File: src/rtl/comm_pkg.sv
// Shared opcodes, frame FSM state type and checksum helper for the copter command framer.
// The checksum helper is only referenced when FRAME_CHKSUM_EN is defined.
package comm_pkg;

    localparam logic [7:0] REQ_BATT  = 8'h01;
    localparam logic [7:0] SET_PTCH  = 8'h02;
    localparam logic [7:0] SET_ROLL  = 8'h03;
    localparam logic [7:0] SET_YAW   = 8'h04;
    localparam logic [7:0] SET_THRST = 8'h05;
    localparam logic [7:0] CALIBRATE = 8'h06;
    localparam logic [7:0] EMER_LAND = 8'h07;
    localparam logic [7:0] MTRS_OFF  = 8'h08;

    typedef enum logic [1:0] {IDLE = 2'd0, HIGH = 2'd1, LOW = 2'd2, CHK = 2'd3} frm_state_t;

    // A frame is good when all four bytes sum to 8'hFF modulo 256.
    function automatic logic chk_ok(input logic [7:0] op, input logic [7:0] hi,
                                    input logic [7:0] lo, input logic [7:0] ck);
        logic [7:0] s;
        s = op + hi + lo + ck;
        return s == 8'hFF;
    endfunction

endpackage

File: src/rtl/cmd_frame_asm_if.sv
// Byte-in / frame-out bus between the UART receiver, the framer and the command consumer.
interface cmd_frame_asm_if;
    // Handshakes: a byte is transferred in every cycle where rx_rdy=1 and clr_rx_rdy=1;
    // the receiver holds rx_data stable while rx_rdy=1 and drops rx_rdy the clk after clr_rx_rdy.
    // A frame is offered while cmd_rdy=1; the consumer acknowledges with a 1-clk clr_cmd_rdy.
    logic        rx_rdy;
    logic [7:0]  rx_data;
    logic        clr_rx_rdy;
    logic        cmd_rdy;
    logic [7:0]  cmd;
    logic [15:0] data;
    logic        clr_cmd_rdy;
    logic        frm_err;

    modport master (
        output rx_rdy, rx_data, clr_cmd_rdy,
        input  clr_rx_rdy, cmd_rdy, cmd, data, frm_err
    );

    modport slave (
        input  rx_rdy, rx_data, clr_cmd_rdy,
        output clr_rx_rdy, cmd_rdy, cmd, data, frm_err
    );
endinterface

File: src/rtl/frame_timer.sv
// Saturating inter-byte timer: counts clks since the last accepted byte, flags the last legal clk.
module frame_timer #(
    parameter int  TIMEOUT_CLKS = 100000,
    localparam int TMR_W        = $clog2(TIMEOUT_CLKS + 1)
) (
    input  logic clk,
    input  logic rst_n,
    input  logic i_clr,
    input  logic i_en,
    output logic o_expired
);

    logic [TMR_W-1:0] r_cnt;

    always_ff @(posedge clk or negedge rst_n) begin
        if (!rst_n) begin
            r_cnt <= '0;
        end else if (i_clr) begin
            r_cnt <= '0;
        end else if (i_en && (r_cnt != TMR_W'(TIMEOUT_CLKS))) begin
            r_cnt <= r_cnt + 1'b1;
        end
    end

    assign o_expired = (r_cnt == TMR_W'(TIMEOUT_CLKS - 1));

endmodule

File: src/rtl/cmd_frame_asm.sv
// Assembles opcode/data_hi/data_lo bytes from the UART into a double-buffered command frame.
// Define FRAME_CHKSUM_EN to require a fourth checksum byte per frame.
module cmd_frame_asm
    import comm_pkg::*;
#(
    parameter int TIMEOUT_CLKS = 100000
) (
    input  logic             clk,
    input  logic             rst_n,
    cmd_frame_asm_if.slave   bus,
    output frm_state_t       o_dbg_state
);

    localparam logic [1:0] S_IDLE = IDLE;
    localparam logic [1:0] S_HIGH = HIGH;
    localparam logic [1:0] S_LOW  = LOW;
`ifdef FRAME_CHKSUM_EN
    localparam logic [1:0] S_CHK  = CHK;
`endif

    logic [1:0]  r_state;
    logic [7:0]  r_op;
    logic [7:0]  r_hi;
    logic [7:0]  r_cmd;
    logic [15:0] r_data;
    logic        r_cmd_rdy;
    logic        r_frm_err;
`ifdef FRAME_CHKSUM_EN
    logic [7:0]  r_lo;
    logic        w_chk_ok;
`endif

    logic w_accept;
    logic w_expired;
    logic w_timeout;
    logic w_tmr_clr;

    // Every state takes a byte as soon as it is offered; only reset blocks acceptance.
    assign w_accept  = bus.rx_rdy & rst_n;
    assign w_tmr_clr = w_accept | (r_state == S_IDLE);
    assign w_timeout = (r_state != S_IDLE) & w_expired & ~w_accept;

`ifdef FRAME_CHKSUM_EN
    assign w_chk_ok = chk_ok(r_op, r_hi, r_lo, bus.rx_data);
`endif

    frame_timer #(.TIMEOUT_CLKS(TIMEOUT_CLKS)) u_timer (
        .clk       (clk),
        .rst_n     (rst_n),
        .i_clr     (w_tmr_clr),
        .i_en      (1'b1),
        .o_expired (w_expired)
    );

    always_ff @(posedge clk or negedge rst_n) begin
        if (!rst_n) begin
            r_state   <= S_IDLE;
            r_op      <= '0;
            r_hi      <= '0;
            r_cmd     <= '0;
            r_data    <= '0;
            r_cmd_rdy <= 1'b0;
            r_frm_err <= 1'b0;
`ifdef FRAME_CHKSUM_EN
            r_lo      <= '0;
`endif
        end else begin
            r_frm_err <= 1'b0;
            // Lowest-priority cmd_rdy source first; later assignments override it.
            if (bus.clr_cmd_rdy) r_cmd_rdy <= 1'b0;
            case (r_state)
                S_IDLE: begin
                    if (w_accept) begin
                        r_op      <= bus.rx_data;
                        r_cmd_rdy <= 1'b0;
                        r_state   <= S_HIGH;
                    end
                end
                S_HIGH: begin
                    if (w_accept) begin
                        r_hi    <= bus.rx_data;
                        r_state <= S_LOW;
                    end else if (w_timeout) begin
                        r_frm_err <= 1'b1;
                        r_state   <= S_IDLE;
                    end
                end
                S_LOW: begin
                    if (w_accept) begin
`ifdef FRAME_CHKSUM_EN
                        r_lo    <= bus.rx_data;
                        r_state <= S_CHK;
`else
                        r_cmd     <= r_op;
                        r_data    <= {r_hi, bus.rx_data};
                        r_cmd_rdy <= 1'b1;
                        r_state   <= S_IDLE;
`endif
                    end else if (w_timeout) begin
                        r_frm_err <= 1'b1;
                        r_state   <= S_IDLE;
                    end
                end
`ifdef FRAME_CHKSUM_EN
                S_CHK: begin
                    if (w_accept) begin
                        if (w_chk_ok) begin
                            r_cmd     <= r_op;
                            r_data    <= {r_hi, r_lo};
                            r_cmd_rdy <= 1'b1;
                        end else begin
                            r_frm_err <= 1'b1;
                        end
                        r_state <= S_IDLE;
                    end else if (w_timeout) begin
                        r_frm_err <= 1'b1;
                        r_state   <= S_IDLE;
                    end
                end
`endif
                default: r_state <= S_IDLE;
            endcase
        end
    end

    assign bus.clr_rx_rdy = w_accept;
    assign bus.cmd_rdy    = r_cmd_rdy;
    assign bus.cmd        = r_cmd;
    assign bus.data       = r_data;
    assign bus.frm_err    = r_frm_err;
    assign o_dbg_state    = frm_state_t'(r_state);

endmodule

File: src/flat_wrapper.sv
// flat-port wrapper written by rule: the top's interface ports become plain ports
module cmd_frame_asm_flat import comm_pkg::*;
#(
    parameter int TIMEOUT_CLKS = 100000
)
  (clk, rst_n, o_dbg_state, bus_rx_rdy, bus_rx_data, bus_clr_cmd_rdy, bus_clr_rx_rdy, bus_cmd_rdy, bus_cmd, bus_data, bus_frm_err);
  cmd_frame_asm_if bus_i ();
  input  logic clk;
  input  logic rst_n;
  output frm_state_t o_dbg_state;
  input wire logic [$bits(bus_i.rx_rdy)-1:0] bus_rx_rdy;
  input wire logic [$bits(bus_i.rx_data)-1:0] bus_rx_data;
  input wire logic [$bits(bus_i.clr_cmd_rdy)-1:0] bus_clr_cmd_rdy;
  output wire logic [$bits(bus_i.clr_rx_rdy)-1:0] bus_clr_rx_rdy;
  output wire logic [$bits(bus_i.cmd_rdy)-1:0] bus_cmd_rdy;
  output wire logic [$bits(bus_i.cmd)-1:0] bus_cmd;
  output wire logic [$bits(bus_i.data)-1:0] bus_data;
  output wire logic [$bits(bus_i.frm_err)-1:0] bus_frm_err;
  assign bus_i.rx_rdy = bus_rx_rdy;
  assign bus_i.rx_data = bus_rx_data;
  assign bus_i.clr_cmd_rdy = bus_clr_cmd_rdy;
  assign bus_clr_rx_rdy = bus_i.clr_rx_rdy;
  assign bus_cmd_rdy = bus_i.cmd_rdy;
  assign bus_cmd = bus_i.cmd;
  assign bus_data = bus_i.data;
  assign bus_frm_err = bus_i.frm_err;
  cmd_frame_asm #(.TIMEOUT_CLKS(TIMEOUT_CLKS)) u_core (.clk(clk), .rst_n(rst_n), .bus(bus_i), .o_dbg_state(o_dbg_state));
endmodule
File: config.mk
export PLATFORM = sky130hd
export DESIGN_NAME = cmd_frame_asm_flat
export DESIGN_NICKNAME = d
export VERILOG_FILES = /design/src/rtl/comm_pkg.sv /design/src/rtl/cmd_frame_asm_if.sv /design/src/rtl/frame_timer.sv /design/src/rtl/cmd_frame_asm.sv /design/src/flat_wrapper.sv
export SDC_FILE = /design/constraint.sdc
export NUM_CORES = 1
export LEC_CHECK = 0
export CORE_AREA = 2 2 98 100
export DETAILED_ROUTE_END_ITERATION = 6
export DIE_AREA = 0 0 100 102
export SETUP_SLACK_MARGIN = 0.02
export SLEW_MARGIN = 20
export SYNTH_ARGS = -nofsm -noshare
export SYNTH_HDL_FRONTEND = slang
export SYNTH_SLANG_ARGS = --single-unit
File: constraint.sdc
create_clock -name clk -period 2 [get_ports clk]
set_clock_uncertainty 0.05 [all_clocks]
set_input_delay 0.5 -clock clk [delete_from_list [all_inputs] [get_ports clk]]
set_output_delay 0.5 -clock clk [all_outputs]
set_load 0.02 [all_outputs]
==> metrics.txt <==
fmax=roughly 540 MHz; CP Class=register to primary output; die area=10200 sq um; vias in the first global route=about 1900; die height=a little over 100 microns; CP Launch Type=register; power density cells=1280 nW/um^2; Mapped Cells=211; Mapped Area=roughly 2700 sq um; async set-reset flop share out of synthesis=100%; core area=about 9000 sq um; VDD IR max=0.615 mV; RSZ-0062 raised after global routing=false; post-synthesis register bit count=~60; shortest period the worst path allows=roughly 1.8 ns; gr usage total=about an eighth; CTS Hold Bufs=0; ranking of synthesized cells by area=dfrtp_1, mux2_2, ha_1; Post-synth EDFFs=0; Syn Nets=~230; synth unique cells=43; critical path peak fanout=2; DR vias=1820; # fillers=roughly 880; Initial Utilization=between 20% and 30%; first-pass GRT wire length=around 9.3 mm; DRT iter0 DRCs=35; H-tree lvl count=3; Inserted Clock Buffers=9; most frequent cell after synthesis=dfrtp_1; routability cong.=~0.84; Port Buffers=40; outcome=completed; initial antenna violation count=0; syn avg cell area=12.8 sq um; Num Clock Sinks=61; # setup viols final=0; vias per inst=4.73; largest net degree at the start of global routing=53; final period utilization=between 90% and 100%; Detailed Route WL=5.49 mm; Final HPWL DP=between 3 and 4 mm; router iterations before antenna repair=4; Rel. slew slack=55.4%; drc violations=0; clk buf depth=2; Clk pin slew, worst setup/hold paths=approximately 0.08 ns; clk_lat worst skew=roughly 0.33 ns; # diodes=0; Rows=35; CTS tree=done; Crit. End Element=primary output; antenna viol nets, final=0; Most used DFF post-synth=dfrtp_1; Hold Vio Cnt, Final=0; worst-path cell chain=clkdlybuf4s50_1; hold crit path type=input pin to async pin; WP buf/inv=1; Crit-path slowest cell=clkdlybuf4s50_1; Routed WL per cell=between 10 and 15 microns; post-synth top area share=roughly 56%; biggest area consumer among synthesized cells=dfrtp_1; die span in x=100 microns; Placement Setup Slack=-0.286 ns; data required time of the critical path=~1.5 ns; nets@finish=287; io pins=between 40 and 50; Synth Warn #=0; layout cells sized above 1=between 20 and 30%; Slew Viols, Final=0; critical path arrival=roughly 1.3 ns; Worst Tran Pin Value=0.669 ns; CTS root buf=clkbuf_8; Post-synth top cells=dfrtp_1, mux2_2, nand2_1, nor2_1, nand3_1; register area share after synthesis=~56%; total power=~0.0045 W; CP max stage delay=0.63 ns; setup ws final=0.151 ns; P&R area growth vs syn=30.0%; GRT overflow=0; MaxCap Viol Count=0; CP delay by family, top=buffers and inverters; Pleak=approximately 1.6 nW
==> flip-flops by register name (all words and copies together), names as in the netlist <==
name                  count
u_core.u_timer.r_cnt     17
u_core.o_dbg_state        2
u_core.r_hi               8
u_core.r_op               8
u_core.bus.data          16
u_core.bus.frm_err        1
u_core.bus.cmd_rdy        1
u_core.bus.cmd            8
==> worst paths after layout <==
kind	from	endpoint	slack, ns	cells after the start
max	u_core.bus.data[1]	bus_data[1]	0.15	1
max in group asynchronous	rst_n	u_core.u_timer.r_cnt[6]	1.15	2
min	rst_n	u_core.u_timer.r_cnt[1]	0.09	2
min reg2reg	u_core.r_op[0]	u_core.bus.cmd[0]	0.44	1
max reg2reg	u_core.o_dbg_state[0]	u_core.o_dbg_state[1]	0.24	6
min in group clk	u_core.r_op[0]	u_core.bus.cmd[0]	0.44	1
==> placed cells by master, fill, tap and decap left out, types with 4 or more instances in the layout <==
cell type	instances
mux2_2	37
inv_1	6
xor2_1	5
xnor2_1	4
nand2_1	14
nor2_1	14
clkdlybuf4s50_1	36
buf_4	9
dfrtp_1	61
ha_1	6
a21oi_1	4
clkbuf_8	10
nand3_1	7
==> through the flow <==
stage	cells	hold slack (ns)	TNS, ns	instance area, sq um	utilization (%)
after floorplan	211	0.154	0	2700	-
after global placement	369	0.413	-0.402	3340	36.7
after detailed placement	369	0.430	-0.768	3340	36.7
after CTS	385	0.0689	0	3510	38.6
after global routing	385	0.0718	0	3520	38.6
final	385	0.0859	0	3520	38.6
==> cell families (layout without fill, tap and decap cells) <==
group	Yosys count	in the layout	share of synthesized area (%)
DFF	61	61	56.5
adders and majority gates	6	6	2.78
buffers and inverters	12	75	1.85
AOI/OAI and AO/OA	17	17	4.17
and+or+nand+nor	63	63	14.1
muxes	43	43	17.8
xor gates and xnor gates	9	9	2.92
==> layout make-up <==
cell class / count / area (sq um) / area share, %
clock buffers: 12 / 145 / 4.13
flip-flops and latches: 61 / 1530 / 43.4
well taps: 111 / 139 / 3.95
multi-input cells: 138 / 1130 / 32.2
inverters: 7 / 26.3 / 0.747
clock inverters: 4 / 23.8 / 0.676
repair buffers: 52 / 523 / 14.9
==> layer usage <==
metal	track usage, %	routed length [microns]
met2	18.1	2590
met5	0	0
met1	15.8	2690
met3	3.21	137
met4	5.27	75
==> report_power, final <==
part	switching [W]	internal [W]
combinational	0.000796	0.000890
sequential	0.000222	0.00166
clock	0.000461	0.000480
==> timing repair <==
action,4_1_cts,5_1_grt
gates resized for setup,3,4
setup endpoints to repair,1,5
buffers inserted,0,0
gates cloned,0,0
Power figures use the tool's default switching activity.
